### config.mk
export PLATFORM = sky130hd
export DESIGN_NAME = multicycle_control_flat
export DESIGN_NICKNAME = d
export VERILOG_FILES = /design/src/rtl/multicycle_control_if.sv /design/src/rtl/multicycle_control.sv /design/src/flat_wrapper.sv
export SDC_FILE = /design/constraint.sdc
export NUM_CORES = 1
export LEC_CHECK = 0
export CAP_MARGIN = 20
export CELL_PAD_IN_SITES_DETAIL_PLACEMENT = 0
export CELL_PAD_IN_SITES_GLOBAL_PLACEMENT = 1
export CORE_ASPECT_RATIO = 1.2
export CORE_UTILIZATION = 33
export CTS_BUF_LIST = sky130_fd_sc_hd__clkbuf_2 sky130_fd_sc_hd__clkbuf_4 sky130_fd_sc_hd__clkbuf_8
export CTS_CLUSTER_SIZE = 14
export DETAILED_ROUTE_END_ITERATION = 10
export PLACE_DENSITY_LB_ADDON = 0.1
export SYNTH_ARGS = -nofsm -noshare
export SYNTH_HDL_FRONTEND = slang
export SYNTH_SLANG_ARGS = --single-unit
### constraint.sdc
create_clock -name clk -period 2.2 [get_ports clk]
set_clock_uncertainty 0.15 [all_clocks]
set_input_delay 0.44 -clock clk [delete_from_list [all_inputs] [get_ports clk]]
set_output_delay 0.44 -clock clk [all_outputs]
set_load 0.01 [all_outputs]
### src/rtl/multicycle_control_if.sv
// ---------------------------------------------------------------------------
// multicycle_control_if
// Purpose : bundles the control-unit <-> datapath signals of the multi-cycle
//           MIPS controller.
// Members : op, funct, zero, overflow, mem_ready   datapath -> control
//           PCWr, IRWr, RegWr, MemWr, MemRd         write/read strobes
//           RegDst, MemToReg, ALUsrc, IsJump,       mux selects
//           IsJAL, IsJR, IsBranch
//           ALUctrl                                 ALU operation
//           state, retired, illegal_op, ovf_fault   status for the CPU top
// Modports: master = control unit, slave = datapath / CPU top.
// ---------------------------------------------------------------------------
interface multicycle_control_if #(
   parameter int OP_W      = 6,
   parameter int FUNCT_W   = 6,
   parameter int ALUCTRL_W = 3,
   parameter int CNT_W     = 32
);
   logic [OP_W-1:0]      op;
   logic [FUNCT_W-1:0]   funct;
   logic                 zero;
   logic                 overflow;
   logic                 mem_ready;

   logic                 PCWr;
   logic                 IRWr;
   logic                 RegWr;
   logic                 MemWr;
   logic                 MemRd;
   logic                 RegDst;
   logic                 MemToReg;
   logic                 ALUsrc;
   logic                 IsJump;
   logic                 IsJAL;
   logic                 IsJR;
   logic                 IsBranch;
   logic [ALUCTRL_W-1:0] ALUctrl;
   logic [2:0]           state;
   logic [CNT_W-1:0]     retired;
   logic                 illegal_op;
   logic                 ovf_fault;

   modport master (
      input  op, funct, zero, overflow, mem_ready,
      output PCWr, IRWr, RegWr, MemWr, MemRd,
      output RegDst, MemToReg, ALUsrc, IsJump, IsJAL, IsJR, IsBranch,
      output ALUctrl, state, retired, illegal_op, ovf_fault
   );

   modport slave (
      output op, funct, zero, overflow, mem_ready,
      input  PCWr, IRWr, RegWr, MemWr, MemRd,
      input  RegDst, MemToReg, ALUsrc, IsJump, IsJAL, IsJR, IsBranch,
      input  ALUctrl, state, retired, illegal_op, ovf_fault
   );
endinterface

### src/rtl/multicycle_control.sv
// ---------------------------------------------------------------------------
// multicycle_control
// Purpose : multi-cycle MIPS control FSM. Sequences each instruction through
//           FETCH -> DECODE -> EXEC -> MEM -> WB, drives the datapath strobes
//           and mux selects, stalls on mem_ready in FETCH/MEM, counts retired
//           instructions and keeps sticky illegal-opcode / overflow flags.
// Ports   : clk     system clock (rising edge)
//           reset   synchronous, active-high; forces every output to 0
//           io_bus  multicycle_control_if.master (datapath handshake + controls)
// ---------------------------------------------------------------------------
module multicycle_control #(
   parameter int OP_W      = 6,
   parameter int FUNCT_W   = 6,
   parameter int ALUCTRL_W = 3,
   parameter int CNT_W     = 32
) (
   input  logic                  clk,
   input  logic                  reset,
   multicycle_control_if.master  io_bus
);
   localparam logic [2:0] S_FETCH  = 3'd0;
   localparam logic [2:0] S_DECODE = 3'd1;
   localparam logic [2:0] S_EXEC   = 3'd2;
   localparam logic [2:0] S_MEM    = 3'd3;
   localparam logic [2:0] S_WB     = 3'd4;

   localparam logic [ALUCTRL_W-1:0] ALU_ADD = ALUCTRL_W'(0);
   localparam logic [ALUCTRL_W-1:0] ALU_SUB = ALUCTRL_W'(1);
   localparam logic [ALUCTRL_W-1:0] ALU_XOR = ALUCTRL_W'(2);
   localparam logic [ALUCTRL_W-1:0] ALU_SLT = ALUCTRL_W'(3);

   // ---------------- instruction decode ----------------
   logic w_is_rtype, w_is_add, w_is_sub, w_is_slt, w_is_jr;
   logic w_is_lw, w_is_sw, w_is_j, w_is_jal, w_is_beq, w_is_bne;
   logic w_is_xori, w_is_addi, w_is_legal, w_branch_taken;

   assign w_is_rtype = (io_bus.op == OP_W'(6'h00));
   assign w_is_add   = w_is_rtype && (io_bus.funct == FUNCT_W'(6'h20));
   assign w_is_sub   = w_is_rtype && (io_bus.funct == FUNCT_W'(6'h22));
   assign w_is_slt   = w_is_rtype && (io_bus.funct == FUNCT_W'(6'h2A));
   assign w_is_jr    = w_is_rtype && (io_bus.funct == FUNCT_W'(6'h08));
   assign w_is_lw    = (io_bus.op == OP_W'(6'h23));
   assign w_is_sw    = (io_bus.op == OP_W'(6'h2B));
   assign w_is_j     = (io_bus.op == OP_W'(6'h02));
   assign w_is_jal   = (io_bus.op == OP_W'(6'h03));
   assign w_is_beq   = (io_bus.op == OP_W'(6'h04));
   assign w_is_bne   = (io_bus.op == OP_W'(6'h05));
   assign w_is_xori  = (io_bus.op == OP_W'(6'h0E));
   assign w_is_addi  = (io_bus.op == OP_W'(6'h08));

   assign w_is_legal = w_is_add | w_is_sub | w_is_slt | w_is_jr | w_is_lw | w_is_sw |
                       w_is_j | w_is_jal | w_is_beq | w_is_bne | w_is_xori | w_is_addi;

   // An overflowing compare cannot be trusted, so it never takes the branch.
   assign w_branch_taken = ((w_is_beq & io_bus.zero) | (w_is_bne & ~io_bus.zero)) &
                           ~io_bus.overflow;

   // ---------------- state ----------------
   logic [2:0]       r_state;
   logic [CNT_W-1:0] r_retired;
   logic             r_illegal_op;
   logic             r_ovf_fault;

   logic [2:0]       w_state_next;
   logic             w_retire;
   logic             w_set_illegal;
   logic             w_set_ovf;

   // Process 1: state register, counter and sticky flags
   always_ff @(posedge clk) begin
      if (reset) begin
         r_state      <= S_FETCH;
         r_retired    <= '0;
         r_illegal_op <= 1'b0;
         r_ovf_fault  <= 1'b0;
      end else begin
         r_state <= w_state_next;
         if (w_retire) begin
            r_retired <= r_retired + CNT_W'(1);
         end
         if (w_set_illegal) begin
            r_illegal_op <= 1'b1;
         end
         if (w_set_ovf) begin
            r_ovf_fault <= 1'b1;
         end
      end
   end

   // Process 2: next-state, retire and fault-set decisions
   always_comb begin
      w_state_next  = S_FETCH;
      w_retire      = 1'b0;
      w_set_illegal = 1'b0;
      w_set_ovf     = 1'b0;
      case (r_state)
         S_FETCH: begin
            w_state_next = io_bus.mem_ready ? S_DECODE : S_FETCH;
         end
         S_DECODE: begin
            if (w_is_j | w_is_jal | w_is_jr) begin
               w_retire = 1'b1;
            end else if (w_is_legal) begin
               w_state_next = S_EXEC;
            end else begin
               w_set_illegal = 1'b1;
            end
         end
         S_EXEC: begin
            if (w_is_beq | w_is_bne) begin
               w_retire = 1'b1;
            end else if (w_is_lw | w_is_sw) begin
               w_state_next = S_MEM;
            end else if ((w_is_add | w_is_addi | w_is_sub) & io_bus.overflow) begin
               // Abandon without writeback; the faulting result is discarded.
               w_set_ovf = 1'b1;
            end else if (w_is_legal) begin
               w_state_next = S_WB;
            end
         end
         S_MEM: begin
            if (w_is_lw | w_is_sw) begin
               if (!io_bus.mem_ready) begin
                  w_state_next = S_MEM;
               end else if (w_is_lw) begin
                  w_state_next = S_WB;
               end else begin
                  w_retire = 1'b1;
               end
            end
         end
         S_WB: begin
            w_retire = 1'b1;
         end
         default: begin
            w_state_next = S_FETCH;
         end
      endcase
   end

   // Process 3: control outputs, forced low while reset is held so that an
   // in-flight store is cancelled in the very cycle reset arrives.
   always_comb begin
      io_bus.PCWr     = 1'b0;
      io_bus.IRWr     = 1'b0;
      io_bus.RegWr    = 1'b0;
      io_bus.MemWr    = 1'b0;
      io_bus.MemRd    = 1'b0;
      io_bus.RegDst   = 1'b0;
      io_bus.MemToReg = 1'b0;
      io_bus.ALUsrc   = 1'b0;
      io_bus.IsJump   = 1'b0;
      io_bus.IsJAL    = 1'b0;
      io_bus.IsJR     = 1'b0;
      io_bus.IsBranch = 1'b0;
      io_bus.ALUctrl  = '0;
      if (!reset) begin
         case (r_state)
            S_FETCH: begin
               io_bus.MemRd = 1'b1;
               io_bus.IRWr  = io_bus.mem_ready;
               io_bus.PCWr  = io_bus.mem_ready;
            end
            S_DECODE: begin
               io_bus.IsJump = w_is_j | w_is_jal;
               io_bus.IsJAL  = w_is_jal;
               io_bus.RegWr  = w_is_jal;
               io_bus.IsJR   = w_is_jr;
               io_bus.PCWr   = w_is_j | w_is_jal | w_is_jr;
            end
            S_EXEC: begin
               if (w_is_lw | w_is_sw | w_is_addi | w_is_add) begin
                  io_bus.ALUctrl = ALU_ADD;
               end else if (w_is_sub | w_is_beq | w_is_bne) begin
                  io_bus.ALUctrl = ALU_SUB;
               end else if (w_is_xori) begin
                  io_bus.ALUctrl = ALU_XOR;
               end else if (w_is_slt) begin
                  io_bus.ALUctrl = ALU_SLT;
               end
               io_bus.ALUsrc   = w_is_lw | w_is_sw | w_is_addi | w_is_xori;
               io_bus.IsBranch = w_branch_taken;
               io_bus.PCWr     = w_branch_taken;
            end
            S_MEM: begin
               io_bus.MemRd = w_is_lw;
               io_bus.MemWr = w_is_sw;
            end
            S_WB: begin
               io_bus.RegWr    = 1'b1;
               io_bus.RegDst   = w_is_rtype;
               io_bus.MemToReg = w_is_lw;
            end
            default: begin
            end
         endcase
      end
   end

   assign io_bus.state      = reset ? 3'd0 : r_state;
   assign io_bus.retired    = reset ? '0 : r_retired;
   assign io_bus.illegal_op = reset ? 1'b0 : r_illegal_op;
   assign io_bus.ovf_fault  = reset ? 1'b0 : r_ovf_fault;

endmodule
### src/flat_wrapper.sv
// flat-port wrapper written by rule: the top's interface ports become plain ports
module multicycle_control_flat 
#(
   parameter int OP_W      = 6,
   parameter int FUNCT_W   = 6,
   parameter int ALUCTRL_W = 3,
   parameter int CNT_W     = 32
)
  (clk, reset, io_bus_op, io_bus_funct, io_bus_zero, io_bus_overflow, io_bus_mem_ready, io_bus_PCWr, io_bus_IRWr, io_bus_RegWr, io_bus_MemWr, io_bus_MemRd, io_bus_RegDst, io_bus_MemToReg, io_bus_ALUsrc, io_bus_IsJump, io_bus_IsJAL, io_bus_IsJR, io_bus_IsBranch, io_bus_ALUctrl, io_bus_state, io_bus_retired, io_bus_illegal_op, io_bus_ovf_fault);
  multicycle_control_if #(.OP_W(OP_W), .FUNCT_W(FUNCT_W), .ALUCTRL_W(ALUCTRL_W), .CNT_W(CNT_W)) io_bus_i ();
  input  logic clk;
  input  logic reset;
  input wire logic [$bits(io_bus_i.op)-1:0] io_bus_op;
  input wire logic [$bits(io_bus_i.funct)-1:0] io_bus_funct;
  input wire logic [$bits(io_bus_i.zero)-1:0] io_bus_zero;
  input wire logic [$bits(io_bus_i.overflow)-1:0] io_bus_overflow;
  input wire logic [$bits(io_bus_i.mem_ready)-1:0] io_bus_mem_ready;
  output wire logic [$bits(io_bus_i.PCWr)-1:0] io_bus_PCWr;
  output wire logic [$bits(io_bus_i.IRWr)-1:0] io_bus_IRWr;
  output wire logic [$bits(io_bus_i.RegWr)-1:0] io_bus_RegWr;
  output wire logic [$bits(io_bus_i.MemWr)-1:0] io_bus_MemWr;
  output wire logic [$bits(io_bus_i.MemRd)-1:0] io_bus_MemRd;
  output wire logic [$bits(io_bus_i.RegDst)-1:0] io_bus_RegDst;
  output wire logic [$bits(io_bus_i.MemToReg)-1:0] io_bus_MemToReg;
  output wire logic [$bits(io_bus_i.ALUsrc)-1:0] io_bus_ALUsrc;
  output wire logic [$bits(io_bus_i.IsJump)-1:0] io_bus_IsJump;
  output wire logic [$bits(io_bus_i.IsJAL)-1:0] io_bus_IsJAL;
  output wire logic [$bits(io_bus_i.IsJR)-1:0] io_bus_IsJR;
  output wire logic [$bits(io_bus_i.IsBranch)-1:0] io_bus_IsBranch;
  output wire logic [$bits(io_bus_i.ALUctrl)-1:0] io_bus_ALUctrl;
  output wire logic [$bits(io_bus_i.state)-1:0] io_bus_state;
  output wire logic [$bits(io_bus_i.retired)-1:0] io_bus_retired;
  output wire logic [$bits(io_bus_i.illegal_op)-1:0] io_bus_illegal_op;
  output wire logic [$bits(io_bus_i.ovf_fault)-1:0] io_bus_ovf_fault;
  assign io_bus_i.op = io_bus_op;
  assign io_bus_i.funct = io_bus_funct;
  assign io_bus_i.zero = io_bus_zero;
  assign io_bus_i.overflow = io_bus_overflow;
  assign io_bus_i.mem_ready = io_bus_mem_ready;
  assign io_bus_PCWr = io_bus_i.PCWr;
  assign io_bus_IRWr = io_bus_i.IRWr;
  assign io_bus_RegWr = io_bus_i.RegWr;
  assign io_bus_MemWr = io_bus_i.MemWr;
  assign io_bus_MemRd = io_bus_i.MemRd;
  assign io_bus_RegDst = io_bus_i.RegDst;
  assign io_bus_MemToReg = io_bus_i.MemToReg;
  assign io_bus_ALUsrc = io_bus_i.ALUsrc;
  assign io_bus_IsJump = io_bus_i.IsJump;
  assign io_bus_IsJAL = io_bus_i.IsJAL;
  assign io_bus_IsJR = io_bus_i.IsJR;
  assign io_bus_IsBranch = io_bus_i.IsBranch;
  assign io_bus_ALUctrl = io_bus_i.ALUctrl;
  assign io_bus_state = io_bus_i.state;
  assign io_bus_retired = io_bus_i.retired;
  assign io_bus_illegal_op = io_bus_i.illegal_op;
  assign io_bus_ovf_fault = io_bus_i.ovf_fault;
  multicycle_control #(.OP_W(OP_W), .FUNCT_W(FUNCT_W), .ALUCTRL_W(ALUCTRL_W), .CNT_W(CNT_W)) u_core (.clk(clk), .reset(reset), .io_bus(io_bus_i));
endmodule
==> results.py <==
metrics = {
    "place": {
        "globalplace.congestion": 0.809,
        "place_ws_ns": -1.09,
        "dp.final_hpwl_um": 5800,
        "dp_cells": 539,
        "portBuffers": 67,
        "placed_area_um2": 3950,
    },
    "global_route": {
        "grt-ovfl-total": 0,
        "grt_max_degree": 37,
        "track_usage_pct": 19.2,
        "antenna_found_initial": 0,
        "grt_pass1_wl_um": 13100,
        "grt_pass1_vias": 2832,
    },
    "power": {
        "max-vdd-ir-drop_uv": 350,
        "p_leak_nw": 2.24,
        "power_density_nw_per_um2": 294,
        "p_total_mw": 1.40,
    },
    "cells_and_area": {
        "syn2layout_area_growth_pct": 80.8,
        "finalNetCount": 494,
        "antenna_cells": 0,
        "fin_cells": 568,
        "drive_gt1_share_pct": 47.3,
        "fin_area_um2": 4760,
    },
    "sta": {
        "fin_crit_sh_pct": 109,
        "finalSetupViolCount": 10,
        "grt_setup_unrepaired": "yes",
        "fmax_mhz": 418,
        "slew_viol_final": 0,
        "finalHoldViolations": 0,
        "period_minus_slack_ns": 2.39,
        "whs_ns": 0.309,
        "worst_slack_ns": -0.191,
    },
    "cts": {
        "insertion_delay_ns": 0.29,
        "clock-sinks": 37,
        "cts_buffer_depth": 2,
        "cts_buffers": 5,
        "clk_pin_slew_ns": 0.07,
        "htree_levels": 2,
        "cts_tree": "done",
        "cts_root_buffer": "clkbuf_8",
        "cts_hold_buffers": 0,
    },
    "routing": {
        "drt-initial-drc-count": 53,
        "vias": 2878,
        "avgRoutedWirePerCell_um": 14.7,
        "drc": 0,
        "antenna_left": 0,
        "first_pass_iters": 4,
        "totalWireLength_um": 8380,
        "vias_per_cell": 5.07,
    },
    "setup_path": {
        "required_ns": 1.61,
        "cp-start-kind": "input port",
        "worst-path-max-fanout": 3,
        "critPathKind": "in -> out",
        "crit_path_end_kind": "primary output",
        "critPathArrivalTime_ns": 1.80,
    },
    "synth": {
        "synth_commonest_cells": "42 x nor2_1, 37 x dfxtp_1, 37 x nor2b_1",
        "syn_area_per_cell_um2": 8.17,
        "ys_seq_area_share_pct": 28.2,
        "synth.distinct_cells": 60,
        "synth_most_common_cell": "nor2_1",
        "netlist_instances": 322,
        "yosysTopAreaCellShare_pct": 28.2,
        "synth_edf_count": 0,
        "yosys-top-cells-area": "dfxtp_1 28%, mux2_2 9.8%, nor2b_1 8.8%",
        "ys_ff_latch": 37,
        "yosys_warnings": 0,
        "syn_nets": 340,
        "ys_async_sr_fraction_pct": 0,
        "synth-main-ff-cell": "dfxtp_1",
        "synth.largest_area_cell": "dfxtp_1",
        "syn_area_um2": 2630,
    },
    "floorplan": {
        "io_pins": 69,
        "die_h_um": 99.8,
        "core-area_um2": 7710,
        "start_util_pct": 34.1,
        "rows": 35,
        "die_area_um2": 8340,
        "die_w_um": 83.5,
    },
    "run_status": {
        "status": "finished with violations",
        "violations": "setup timing",
    },
    "worst_hold_path": {
        "hp-class": "reg -> reg",
    },
    "job": {
        "drv_cap": 0,
    },
}
[power breakdown]
group	switching, mW	total, mW	internal [mW]
sequential	0.00109	0.672	0.671
clock	0.240	0.501	0.261
combinational	0.110	0.226	0.116
[registers in the layout (all words and copies together), names as in the netlist]
register	cells
u_core.r_illegal_op	1
u_core.r_ovf_fault	1
u_core.r_retired	32
u_core.r_state	3
[worst paths after layout]
| kind | start | depth (start not counted) | slack [ns] | endpoint |
|---|---|---|---|---|
| worst max-delay path | io_bus_op[3] | 8 | -0.19 | io_bus_PCWr |
| worst min-delay path | u_core.r_illegal_op | 2 | 0.31 | u_core.r_illegal_op |
| worst min register to register | u_core.r_illegal_op | 2 | 0.31 | u_core.r_illegal_op |
| worst max register to register | u_core.r_state[1] | 7 | 0.03 | u_core.r_retired[21] |
[kinds of logic after synthesis]
| logic type | share of synthesized area, % |
|---|---|
| AOI/OAI and AO/OA | 14.3 |
| and+or+nand+nor | 39.9 |
| muxes | 12.8 |
| other | 0.143 |
| buffers and inverters | 3.90 |
| DFF | 28.2 |
| adders and majority gates | 0.475 |
| xor gates and xnor gates | 0.333 |
[per-stage QoR]
stage / TNS (ns) / util, %
after floorplan: 0 / -
after global placement: -32.98 / 51.2
after detailed placement: -33.77 / 51.2
after CTS: -0.838 / 56.4
after global routing: -1.43 / 61.7
final: -0.638 / 61.7
[critical path: stages]
cell and delay (ns):
buf_8 0.09, or3_4 0.40, buf_6 0.13, nor4_4 0.21, mux2i_1 0.11, o22ai_1 0.15, and2_1 0.14, buf_2 0.12
[metal layers]
| layer | track usage (%) | routed length, um | up-vias |
|---|---|---|---|
| li1 | - | - | 1461 |
| met4 | 4.56 | 81 | 0 |
| met3 | 2.38 | 284 | 9 |
| met5 | 0 | 0 | - |
| met1 | 21.7 | 3510 | 1353 |
| met2 | 38.0 | 4500 | 55 |
[final cells by class]
cell class | count | area (um^2)
Clock buffer | 7 | 90.1
Fill cell | 673 | 2950
Inverter | 5 | 18.8
Multi-Input combinational cell | 264 | 2290
Sequential cell | 37 | 747
Tap cell | 92 | 115
Timing Repair Buffer | 163 | 1500
[cell usage in the layout, fill, tap and decap left out, drive strengths merged, types with 4 or more instances in the layout]
cell type,n
nand2,20
mux2,29
nand4,11
inv,5
or2,4
and2,6
buf,116
nor2,46
clkdlybuf4s50,8
a2111oi,5
a211oi,4
dlygate4sd2,17
nor2b,37
clkbuf,9
o21ai,7
nor4,4
dlymetal6s2s,18
dfxtp,37
nand2b,9
nand3,16
nor3,9
a21oi,23
[what timing repair did]
item	in CTS	in global routing
hold endpoints to repair	0	0
setup endpoints to repair	63	56
cloned	0	1
setup buffers	13	10
pin swaps	24	23
resized for setup	169	77
Note: power is estimated with default switching activity, not from simulation.
